<file path="src/rtl/estagio_busca_pkg.sv">
// Shared types and defaults for the instruction-fetch stage.
package estagio_busca_pkg;

    localparam int XLEN = 32;

    localparam logic [31:0] RESET_PC  = 32'h0000_0000;
    localparam logic [31:0] INSTR_NOP = 32'h0000_0013;

    typedef enum logic [1:0] {
        REQ     = 2'd0,
        WAIT    = 2'd1,
        HOLD    = 2'd2,
        DISCARD = 2'd3
    } fetch_state_t;

endpackage

</file>
<file path="src/rtl/if_id_latch.sv">
// One instruction slot (valid, pc, instr, pc+4) with flush > hold > load priority.
// Used both as the IF/ID pipeline register and as the fetch skid buffer.
module if_id_latch #(
    parameter int           W   = 32,
    parameter logic [W-1:0] NOP = 'h13
) (
    input  logic         clk,
    input  logic         reset,
    input  logic         flush,
    input  logic         hold,
    input  logic         load,
    input  logic [W-1:0] in_pc,
    input  logic [W-1:0] in_instr,
    output logic         valid,
    output logic [W-1:0] pc,
    output logic [W-1:0] instr,
    output logic [W-1:0] pc_plus4
);

    always_ff @(posedge clk) begin
        if (reset) begin
            valid    <= 1'b0;
            instr    <= NOP;
            pc       <= '0;
            pc_plus4 <= '0;
        end else if (flush) begin
            valid <= 1'b0;
            instr <= NOP;
        end else if (!(hold && valid)) begin
            if (load) begin
                valid    <= 1'b1;
                pc       <= in_pc;
                instr    <= in_instr;
                pc_plus4 <= in_pc + W'(4);
            end else begin
                // Slot consumed with nothing behind it: present a bubble, keep pc fields.
                valid <= 1'b0;
                instr <= NOP;
            end
        end
    end

endmodule

</file>
<file path="src/rtl/estagio_busca.sv">
// Instruction-fetch stage: owns the PC, issues one imem request at a time,
// and fills the IF/ID register, parking a response in a skid slot while ID stalls.
module estagio_busca #(
    parameter int              XLEN      = estagio_busca_pkg::XLEN,
    parameter logic [XLEN-1:0] RESET_PC  = estagio_busca_pkg::RESET_PC,
    parameter logic [XLEN-1:0] INSTR_NOP = estagio_busca_pkg::INSTR_NOP
) (
    input  logic            clk,
    input  logic            reset,
    output logic            imem_req_valid,
    input  logic            imem_req_ready,
    output logic [XLEN-1:0] imem_addr,
    input  logic            imem_resp_valid,
    input  logic [XLEN-1:0] imem_resp_data,
    input  logic            stall_id,
    input  logic            redirect_valid,
    input  logic [XLEN-1:0] redirect_pc,
    output logic            if_id_valid,
    output logic [XLEN-1:0] if_id_pc,
    output logic [XLEN-1:0] if_id_instr,
    output logic [XLEN-1:0] if_id_pc_plus4
);

    import estagio_busca_pkg::*;

    localparam logic [XLEN-1:0] ALIGN_MASK = ~XLEN'(3);

    fetch_state_t    state;
    logic [XLEN-1:0] pc;
    logic [XLEN-1:0] target;
    logic            accept;
    logic            slot_free;
    logic            wait_load;
    logic            wait_skid;
    logic            hold_drain;
    logic            load_if_id;
    logic [XLEN-1:0] load_pc;
    logic [XLEN-1:0] load_instr;

    logic            skid_valid;
    logic [XLEN-1:0] skid_pc;
    logic [XLEN-1:0] skid_instr;
    logic [XLEN-1:0] skid_pc_plus4;

    // Instructions are word aligned; the low two bits of any PC are dropped.
    assign target    = redirect_pc & ALIGN_MASK;
    assign imem_addr = pc & ALIGN_MASK;

    assign imem_req_valid = (state == REQ) && !reset;
    assign accept         = imem_req_valid && imem_req_ready;
    assign slot_free      = !if_id_valid || !stall_id;

    assign wait_load  = (state == WAIT) && imem_resp_valid && slot_free && !redirect_valid;
    assign wait_skid  = (state == WAIT) && imem_resp_valid && !slot_free && !redirect_valid;
    assign hold_drain = (state == HOLD) && skid_valid && !stall_id && !redirect_valid;
    assign load_if_id = wait_load || hold_drain;

    assign load_pc    = hold_drain ? skid_pc : imem_addr;
    assign load_instr = hold_drain ? skid_instr : imem_resp_data;

    always_ff @(posedge clk) begin
        if (reset) begin
            state <= REQ;
            pc    <= RESET_PC;
        end else begin
            case (state)
                REQ: begin
                    if (redirect_valid) begin
                        pc    <= target;
                        // A request accepted alongside a redirect is wrong-path; drain it.
                        state <= accept ? DISCARD : REQ;
                    end else if (accept) begin
                        state <= WAIT;
                    end
                end
                WAIT: begin
                    if (redirect_valid) begin
                        pc    <= target;
                        state <= imem_resp_valid ? REQ : DISCARD;
                    end else if (imem_resp_valid) begin
                        if (slot_free) begin
                            pc    <= imem_addr + XLEN'(4);
                            state <= REQ;
                        end else begin
                            state <= HOLD;
                        end
                    end
                end
                HOLD: begin
                    if (redirect_valid) begin
                        pc    <= target;
                        state <= REQ;
                    end else if (hold_drain) begin
                        pc    <= skid_pc_plus4;
                        state <= REQ;
                    end
                end
                DISCARD: begin
                    if (redirect_valid) begin
                        pc <= target;
                    end
                    if (imem_resp_valid) begin
                        state <= REQ;
                    end
                end
                default: state <= REQ;
            endcase
        end
    end

    if_id_latch #(
        .W   (XLEN),
        .NOP (INSTR_NOP)
    ) u_skid (
        .clk      (clk),
        .reset    (reset),
        .flush    (redirect_valid),
        .hold     (stall_id),
        .load     (wait_skid),
        .in_pc    (imem_addr),
        .in_instr (imem_resp_data),
        .valid    (skid_valid),
        .pc       (skid_pc),
        .instr    (skid_instr),
        .pc_plus4 (skid_pc_plus4)
    );

    if_id_latch #(
        .W   (XLEN),
        .NOP (INSTR_NOP)
    ) u_if_id (
        .clk      (clk),
        .reset    (reset),
        .flush    (redirect_valid),
        .hold     (stall_id),
        .load     (load_if_id),
        .in_pc    (load_pc),
        .in_instr (load_instr),
        .valid    (if_id_valid),
        .pc       (if_id_pc),
        .instr    (if_id_instr),
        .pc_plus4 (if_id_pc_plus4)
    );

endmodule
</file>
<file path="config.mk">
export PLATFORM = sky130hd
export DESIGN_NAME = estagio_busca
export DESIGN_NICKNAME = d
export VERILOG_FILES = /design/src/rtl/estagio_busca_pkg.sv /design/src/rtl/if_id_latch.sv /design/src/rtl/estagio_busca.sv
export SDC_FILE = /design/constraint.sdc
export NUM_CORES = 1
export LEC_CHECK = 0
export CAP_MARGIN = 20
export CORE_ASPECT_RATIO = 1.5
export CORE_MARGIN = 8
export CORE_UTILIZATION = 50
export CTS_CLUSTER_SIZE = 30
export DETAILED_ROUTE_END_ITERATION = 12
export PLACE_DENSITY_LB_ADDON = 0.15
export SLEW_MARGIN = 0
export SYNTH_ARGS = -nofsm -noshare
export SYNTH_HDL_FRONTEND = slang
export SYNTH_SLANG_ARGS = --single-unit
export TNS_END_PERCENT = 100
</file>
<file path="constraint.sdc">
create_clock -name clk -period 11.56 [get_ports clk]
set_input_delay 2.89 -clock clk [delete_from_list [all_inputs] [get_ports clk]]
set_output_delay 2.89 -clock clk [all_outputs]
set_load 0.01 [all_outputs]
</file>
==> flow_results.org, run 1 <==
** Worst setup path
- Worst path required time :: 12.01 ns
- Reg2reg start :: state[0]
- Data arrival time of the critical path :: 7.50 ns
- CP max FO :: 63
- Worst R2R Path Depth :: 12
- Endpoint of the lowest-slack register-to-register path :: u_if_id.pc_plus4[26]
- Category of the worst setup path launch point :: input port
- The setup path with the least slack is of type input port to register.
- Across all register-to-register paths, the minimum setup slack is 6.98 ns.
- STA classifies the critical path endpoint as a register.

** Clocking
- Clock insertion delay at the later pin of the skew report :: 0.52 ns
- The tree is rooted in a sky130_fd_sc_hd__clkbuf_16.
- Clock edge transition at the registers on the reported setup and hold paths :: 0.06 ns
- The number of clock buffers added by TritonCTS is 22.
- PostCTS Resize Cnt :: 0
- Deepest level of the CTS H-tree :: 1
- Post-cts hold buffer count :: 0
- CTS Sinks :: 218
- Number of buffers between clock root and the deepest sink :: 3
- CTS tree :: built
- Setup bufs post-CTS :: 0

** Power and ir drop
- In this run switching power makes up 35.1% of total power.
- Leak Pwr :: 4.35 nW
- The share of total power dissipated in sequential elements is 39.9%.
- VDD sags by at most 0.111 mV.
- In this run the power spent charging and discharging nets is 849 uW.
- Overall power consumption after layout is estimated at 2.42 mW.
- Relative contribution of combinational cells to total power :: 29.4%
- Part of the total power dissipated in the clock network :: 30.7%
- Dividing total power by cell area gives a power density of 180 mW/mm^2.
- Int Power :: 1.57 mW

** Die
- The floorplan has 66 rows.
- The core region is 0.0215 mm^2.
- The die covers 0.0267 mm^2.
- For this configuration, the core starts out at a cell density of 50.5%.
- In this run the vertical extent of the chip is 196 um.
- Ports :: 200
- Die W :: 136 um

** Drt
- First-pass iteration count of the detailed router :: 6
- For this block, the routed nets add up to 35.9 mm of wire.
- In the routed design, unresolved DRC markers number 0.
- For this block, the initial DRC count from the detailed router was 1,098.
- The routed layout has 10,812 vias.
- Number of nets with antenna violations after routing :: 0
- Average routed wire per standard cell :: 20.1 um
- Per-cell via count in the routed design :: 6.07

** STA
- Max Transition Viols Final :: 0
- Setup repair after global routing left no endpoint under its margin.
- Post-route clock period utilization :: 61.0%
- For the pin with the worst max-slew slack, the measured transition is 0.978 ns.
- Setup skew after layout :: 0.0103 ns
- For the final routed database, the setup TNS stands at 0 ns.
- Setup Viol. Count Final :: 0
- In this run the tightest slew margin relative to its limit is 34.8%.
- The tightest hold path in the finished design has a slack of 0.459 ns.
- Counting I/O delays and the setup requirement, the final critical path takes 7.05 ns.
- Final Hold Viols :: 0
- Derived from the worst setup path, the maximum achievable clock frequency is 142 MHz.

** Job
- Count of maximum capacitance violations :: 0

** Layout
- In the layout the commonest cells are 218 x sky130_fd_sc_hd__dfxtp_1, 216 x sky130_fd_sc_hd__nand2_1, 190 x sky130_fd_sc_hd__clkdlybuf4s50_1, 180 x sky130_fd_sc_hd__nor2_1, 135 x sky130_fd_sc_hd__a21oi_1.
- The post-route netlist has 5.10% of its cells at a drive strength greater than 1.
- Utilization after layout :: 62.6%
- Leaving out fill and tap cells, the most frequent cell in the layout is sky130_fd_sc_hd__dfxtp_1.
- Final net count :: 1,571
- Syn-to-layout area delta :: 24.1%

** Synth
- Among all flip-flop cells after synthesis, the most frequent one is sky130_fd_sc_hd__dfxtp_1.
- Sequential cells were found to cover 40.3% of the synthesized design area.
- Mean instance size in the synthesized netlist :: 7.79 um^2
- The synthesized design contains 0 enable-type register cells.
- The synthesized netlist occupies a cell area of 0.0108 mm^2.
- In the synthesized netlist the async set-or-reset flop fraction comes to 0%.
- Yosys warns :: 0
- In this run, synthesis produced a sequential element count of 218.
- Gate count of the mapped netlist :: 1,392
- Count of cell types in the netlist :: 72

** Min path
- Hold Crit Class :: register to register
- The worst hold path was traced through 2 stages.
- For hold timing, the worst endpoint is u_if_id.pc_plus4[4].
- In this run the most critical hold path is launched from u_if_id.pc_plus4[4].

** GRT
- Pin count of the biggest net entering global routing :: 91
- Number of global-route vias before repair :: 10,325
- Initial antenna violation count :: 1
- After global routing the overflow that remains totals 0.
- The first global-routing pass estimated 56.3 mm of wire.
- Overall fraction of global-route tracks in use :: 25.9%

** Place
- Final weighted congestion in routability-driven placement :: 0.883
- HPWL after detailed placement :: 24.4 mm
- The count of buffers added on input and output ports is 191.

** Status
- The run finished with clean final reports.
-- power by group through the flow --
stage	combinational (mW)	sequential (mW)	clock, mW
3_5_place_dp	0.708	0.978	0
2_1_floorplan	0.476	0.897	0
5_1_grt	0.772	0.974	0.780
6_report	0.711	0.967	0.742
4_1_cts	0.711	0.962	0.750
3_3_place_gp	0.700	0.976	0
-- flip-flops by register name (all words and copies together) (netlist names), 2 cells and up --
signal            flops
state                 2
u_if_id.instr        32
u_skid.pc_plus4      30
u_if_id.pc_plus4     30
pc                   30
u_if_id.pc           30
u_skid.instr         32
u_skid.pc            30
-- how the worst max path moves through the flow --
stage / startpoint / to / slack (ns)
finish: redirect_valid / u_if_id.pc_plus4[26] / 4.51
global route: redirect_valid / u_if_id.pc_plus4[26] / 4.27
CTS: redirect_valid / u_if_id.pc_plus4[26] / 4.59
detailed placement: redirect_valid / u_if_id.pc_plus4[26] / 4.07
global placement: redirect_valid / u_if_id.pc_plus4[26] / 4.14
floorplan: reset / imem_req_valid / 5.39
-- cells by family (layout without fill, tap and decap cells) --
group	count (synthesis)	after routing	synth area share [%]
mux	30	30	2.84
fa+ha+maj	7	7	0.808
xor+xnor	37	37	2.99
compound gates	381	381	23.4
other cells	1	7	0.0346
buf+inv	157	269	6.29
flops	218	218	40.3
simple gates	561	561	23.3
-- layout make-up --
class | count | area (um^2)
fill | 1940 | 8020
sequential | 218 | 4360
timing repair buffer | 209 | 2060
antenna | 1 | 2.50
inverter | 21 | 78.8
multi-input combinational | 1022 | 5860
clock buffer | 37 | 708
clock inverter | 2 | 35.0
tap | 272 | 340
-- critical path, stage by stage --
cell and delay [ns]:
sky130_fd_sc_hd__clkdlybuf4s50_1 0.81, sky130_fd_sc_hd__nor4bb_4 0.40, sky130_fd_sc_hd__buf_4 0.44, sky130_fd_sc_hd__buf_4 0.69, sky130_fd_sc_hd__mux2_2 0.31, sky130_fd_sc_hd__ha_1 0.35
sky130_fd_sc_hd__nand4_1 0.23, sky130_fd_sc_hd__nor4_4 0.45, sky130_fd_sc_hd__o221ai_2 0.26, sky130_fd_sc_hd__or4_1 0.53, sky130_fd_sc_hd__nand3_1 0.10
-- per-layer routing --
metal	global-route usage (%)	vias up	routed length, um
li1	-	5158	-
met1	29.4	5087	13200
met2	44.7	468	18100
met3	5.50	99	2970
met4	12.6	0	1540
met5	0	-	0
-- synthesized netlist by cell type (3+ instances only) --
cell type                  number  share of area, %
sky130_fd_sc_hd__dfxtp_1      218                40
sky130_fd_sc_hd__nand2_1      217               7.5
sky130_fd_sc_hd__nor2_1       181               6.3
sky130_fd_sc_hd__a21oi_1      135               6.2
sky130_fd_sc_hd__clkbuf_1      79               2.7
sky130_fd_sc_hd__a211oi_1      49               3.4
sky130_fd_sc_hd__nand3_1       46               2.1
sky130_fd_sc_hd__a22oi_1       39               2.7
sky130_fd_sc_hd__buf_2         35               1.6
sky130_fd_sc_hd__o21ai_0       35               1.6
sky130_fd_sc_hd__xnor2_1       32               2.6
sky130_fd_sc_hd__nor3_1        28               1.3
sky130_fd_sc_hd__mux2i_1       24               2.2
sky130_fd_sc_hd__nand4_1       22               1.3
sky130_fd_sc_hd__inv_1         19              0.66
sky130_fd_sc_hd__a31oi_1       14              0.81
sky130_fd_sc_hd__o32ai_1       14               1.1
sky130_fd_sc_hd__nor4_1        13              0.75
sky130_fd_sc_hd__buf_1         11              0.38
sky130_fd_sc_hd__o22ai_1       10              0.58
sky130_fd_sc_hd__a22o_1         9              0.73
sky130_fd_sc_hd__buf_4          9              0.62
sky130_fd_sc_hd__o31a_1         9              0.73
sky130_fd_sc_hd__or4_1          9              0.62
sky130_fd_sc_hd__a311oi_1       8              0.65
sky130_fd_sc_hd__o211ai_1       8              0.55
sky130_fd_sc_hd__a221oi_1       7              0.57
sky130_fd_sc_hd__and3_1         7              0.40
sky130_fd_sc_hd__ha_1           7              0.81
sky130_fd_sc_hd__or3_1          7              0.40
sky130_fd_sc_hd__mux2_2         6              0.62
sky130_fd_sc_hd__nand2b_1       6              0.35
sky130_fd_sc_hd__nor2b_1        5              0.29
sky130_fd_sc_hd__xor2_1         5              0.40
sky130_fd_sc_hd__a211o_1        4              0.32
sky130_fd_sc_hd__a221o_1        4              0.37
sky130_fd_sc_hd__a222oi_1       4              0.37
sky130_fd_sc_hd__o31ai_1        4              0.28
sky130_fd_sc_hd__a32oi_1        3              0.24
sky130_fd_sc_hd__and2_1         3              0.17
sky130_fd_sc_hd__and4_1         3              0.24
sky130_fd_sc_hd__o21a_1         3              0.21
-- per-stage QoR --
| step | std cells | worst slack (ns) | instance area, um^2 |
|---|---|---|---|
| after global routing | 1782 | 4.27 | 13500 |
| after global placement | 1741 | 4.14 | 12700 |
| after CTS | 1781 | 4.59 | 13400 |
| final | 1782 | 4.51 | 13500 |
| after floorplan | 1397 | 5.39 | 10900 |
| after detailed placement | 1742 | 4.07 | 12700 |
No activity file was read; power rests on OpenSTA's default activity.
==> run 2: changes to the inputs <==
Clock period 11.56 ns to 6.9 ns, I/O delays scaled along.
==> run 2 against run 1 <==
Sequential cell count unchanged. Total power rose by 65%. Setup slack got worse by 2.4 ns. Worst hold slack worse by 0.0050 ns. Sequential power grew 68%. Combinational power is 69% higher. Largest cell class unchanged. Die area stayed put. Register-to-register slack worse by 3.5 ns. Clock power up 59%.
==> flow_results.org, run 2 (synthesis results as in run 1) <==
** Layout
- The library cell used most frequently in the layout, excluding fill and tap cells, is sky130_fd_sc_hd__dfxtp_1.
- The largest registers in the layout are u_if_id.instr x32, u_skid.instr x32.
- Final net count :: 1,573
- Layout filler cell count :: 1,966
- Cells fill 62.6% of the core in the end.
- Syn-to-layout area delta :: 23.9%
- Non-filler instance count after layout :: 1,784
- Commonest non-fill, non-tap cells in the layout :: 218 x sky130_fd_sc_hd__dfxtp_1, 216 x sky130_fd_sc_hd__nand2_1, 190 x sky130_fd_sc_hd__clkdlybuf4s50_1, 180 x sky130_fd_sc_hd__nor2_1, 135 x sky130_fd_sc_hd__a21oi_1
- Layout cells sized above 1 :: 5.43%

** Worst setup path
- Critical setup path kind :: input port to output port
- The worst setup path is launched from an input port.
- CP max FO :: 80
- STA puts the critical path data required time at 5.18 ns.
- Data arrival time of the critical path :: 3.09 ns
- For this design, the slowest cell found on the critical path is sky130_fd_sc_hd__buf_4.
- Kind of end point of the critical path :: output port
- Cells along the critical path :: buf_4, nor2b_1, clkdlybuf4s50_1
- In this design, the stage delay of the slowest critical-path cell is 0.67 ns.

** Clocking
- For this design, the CTS-stage hold fixing added 0 buffers.
- Clock insertion delay at the later pin of the skew report :: 0.52 ns
- Clock root cell :: sky130_fd_sc_hd__clkbuf_16
- CTS Sinks :: 218
- Clock edge transition at the registers on the reported setup and hold paths :: 0.06 ns
- Deepest level of the CTS H-tree :: 1
- CTS tree :: built
- Setup bufs post-CTS :: 0
- Number of buffers between clock root and the deepest sink :: 3
- PostCTS Resize Cnt :: 0
- CTS Buf Count :: 22

** GRT
- Number of global-route vias before repair :: 10,539
- After global routing the overflow that remains totals 0.
- For this run, the total global-route usage over all layers was measured as 26.1%.
- Pin count of the biggest net entering global routing :: 87
- The first global-routing pass estimated 56.8 mm of wire.
- The number of antenna violations at the first check in global routing is 1.

** Power and ir drop
- Maximum vdd drop :: 0.209 mV
- Dividing total power by cell area gives a power density of 297 mW/mm^2.
- Final Total Pwr :: 3.99 mW
- Leak Pwr :: 4.35 nW

** Drt
- In the routed layout, each cell is associated on average with a via count of 6.12.
- Total length of routed wires :: 35.9 mm
- For this run, the detailed router's first-pass iteration total came to 5.
- Number of nets with antenna violations after routing :: 0
- Average routed wire per standard cell :: 20.1 um
- Detailed router's first-iteration violation count :: 865
- Via count :: 10,920
- DRC violation count after routing :: 0

** STA
- Slew headroom :: 35.0%
- Setup total negative slack on the finished layout was measured at 0 ns.
- Across the routed clock network, the largest skew measured is 0.0123 ns.
- The number of hold-slack violations in the final timing report came to 0.
- Max Clk Rate :: 207 MHz
- The number of pins exceeding their max-slew limit in the final report is 0.
- Transition at the pin with the smallest max-transition slack :: 0.974 ns
- After layout, the worst path uses 69.9% of the clock period.
- Setup repair after global routing left no endpoint under its margin.
- Setup violations remaining at the end of the flow were counted as 0.
- The worst path needs 4.82 ns of the cycle, external delays included.
- Setup slack closes at 2.08 ns.

** Status
- The run finished with clean final reports.

** Place
- Post-Place Cells :: 1,743
- Final weighted congestion in routability-driven placement :: 0.894
- HPWL after detailed placement :: 24.6 mm
- During placement, the flow inserted port buffers numbering 191.
- Worst Setup Slack post-DPL :: 1.65 ns

** Die
- Initial Util :: 50.5%
- The initialized floorplan defines 66 standard-cell rows.
- The floorplan step defined a core boundary enclosing 0.0215 mm^2.
- Area of the die :: 0.0267 mm^2
- Die W :: 136 um
- The floorplan step set the die height to 196 um.
- In this run the count of I/O pins placed on the die edge is 200.

** Min path
- In this run the worst hold path is classified as register to register.

** Job
- Count of maximum capacitance violations :: 0
run 2: area by class of cell:
type / count / area, um^2 / area share, %
diodes: 1 / 2.50 / 0.0186
flip-flops and latches: 218 / 4360 / 32.5
repair buffers: 211 / 2080 / 15.5
inverters: 21 / 78.8 / 0.587
clock buffers: 31 / 656 / 4.88
well taps: 272 / 340 / 2.53
clock inverters: 8 / 42.5 / 0.317
multi-input cells: 1022 / 5860 / 43.7
run 2: metrics by stage:
stage | hold WS (ns) | area [um^2]
detailed placement | 0.446 | 12700
finish | 0.454 | 13400
CTS | 0.452 | 13400
global placement | 0.440 | 12700
global route | 0.472 | 13400
floorplan | 0.434 | 10900
run 2: metal layers:
metal	routed length (um)	GRT usage, %	share of wire (%)
met2	17900	44.7	50
met4	1980	14.0	5.5
met5	0	0	0
met3	2840	5.58	7.9
met1	13200	29.5	37
run 2: worst paths after layout:
check                      start                   end  cells after the start  slack (ns)
max                        reset        imem_req_valid                      3        2.08
min          u_if_id.pc_plus4[7]   u_if_id.pc_plus4[7]                      2        0.45
max reg2reg             state[0]  u_if_id.pc_plus4[28]                     10        3.45
min reg2reg  u_if_id.pc_plus4[7]   u_if_id.pc_plus4[7]                      2        0.45
run 2: critical path: cells and delay by family:
| family | cells | cell delay, ns |
|---|---|---|
| AND/OR/NAND/NOR | 1 | 0.15 |
| buffers and inverters | 2 | 1.20 |
run 2: power breakdown:
part | total (mW) | internal [mW] | switching (mW)
clock network | 1.18 | 0.661 | 0.514
logic | 1.20 | 0.536 | 0.659
registers | 1.62 | 1.37 | 0.252
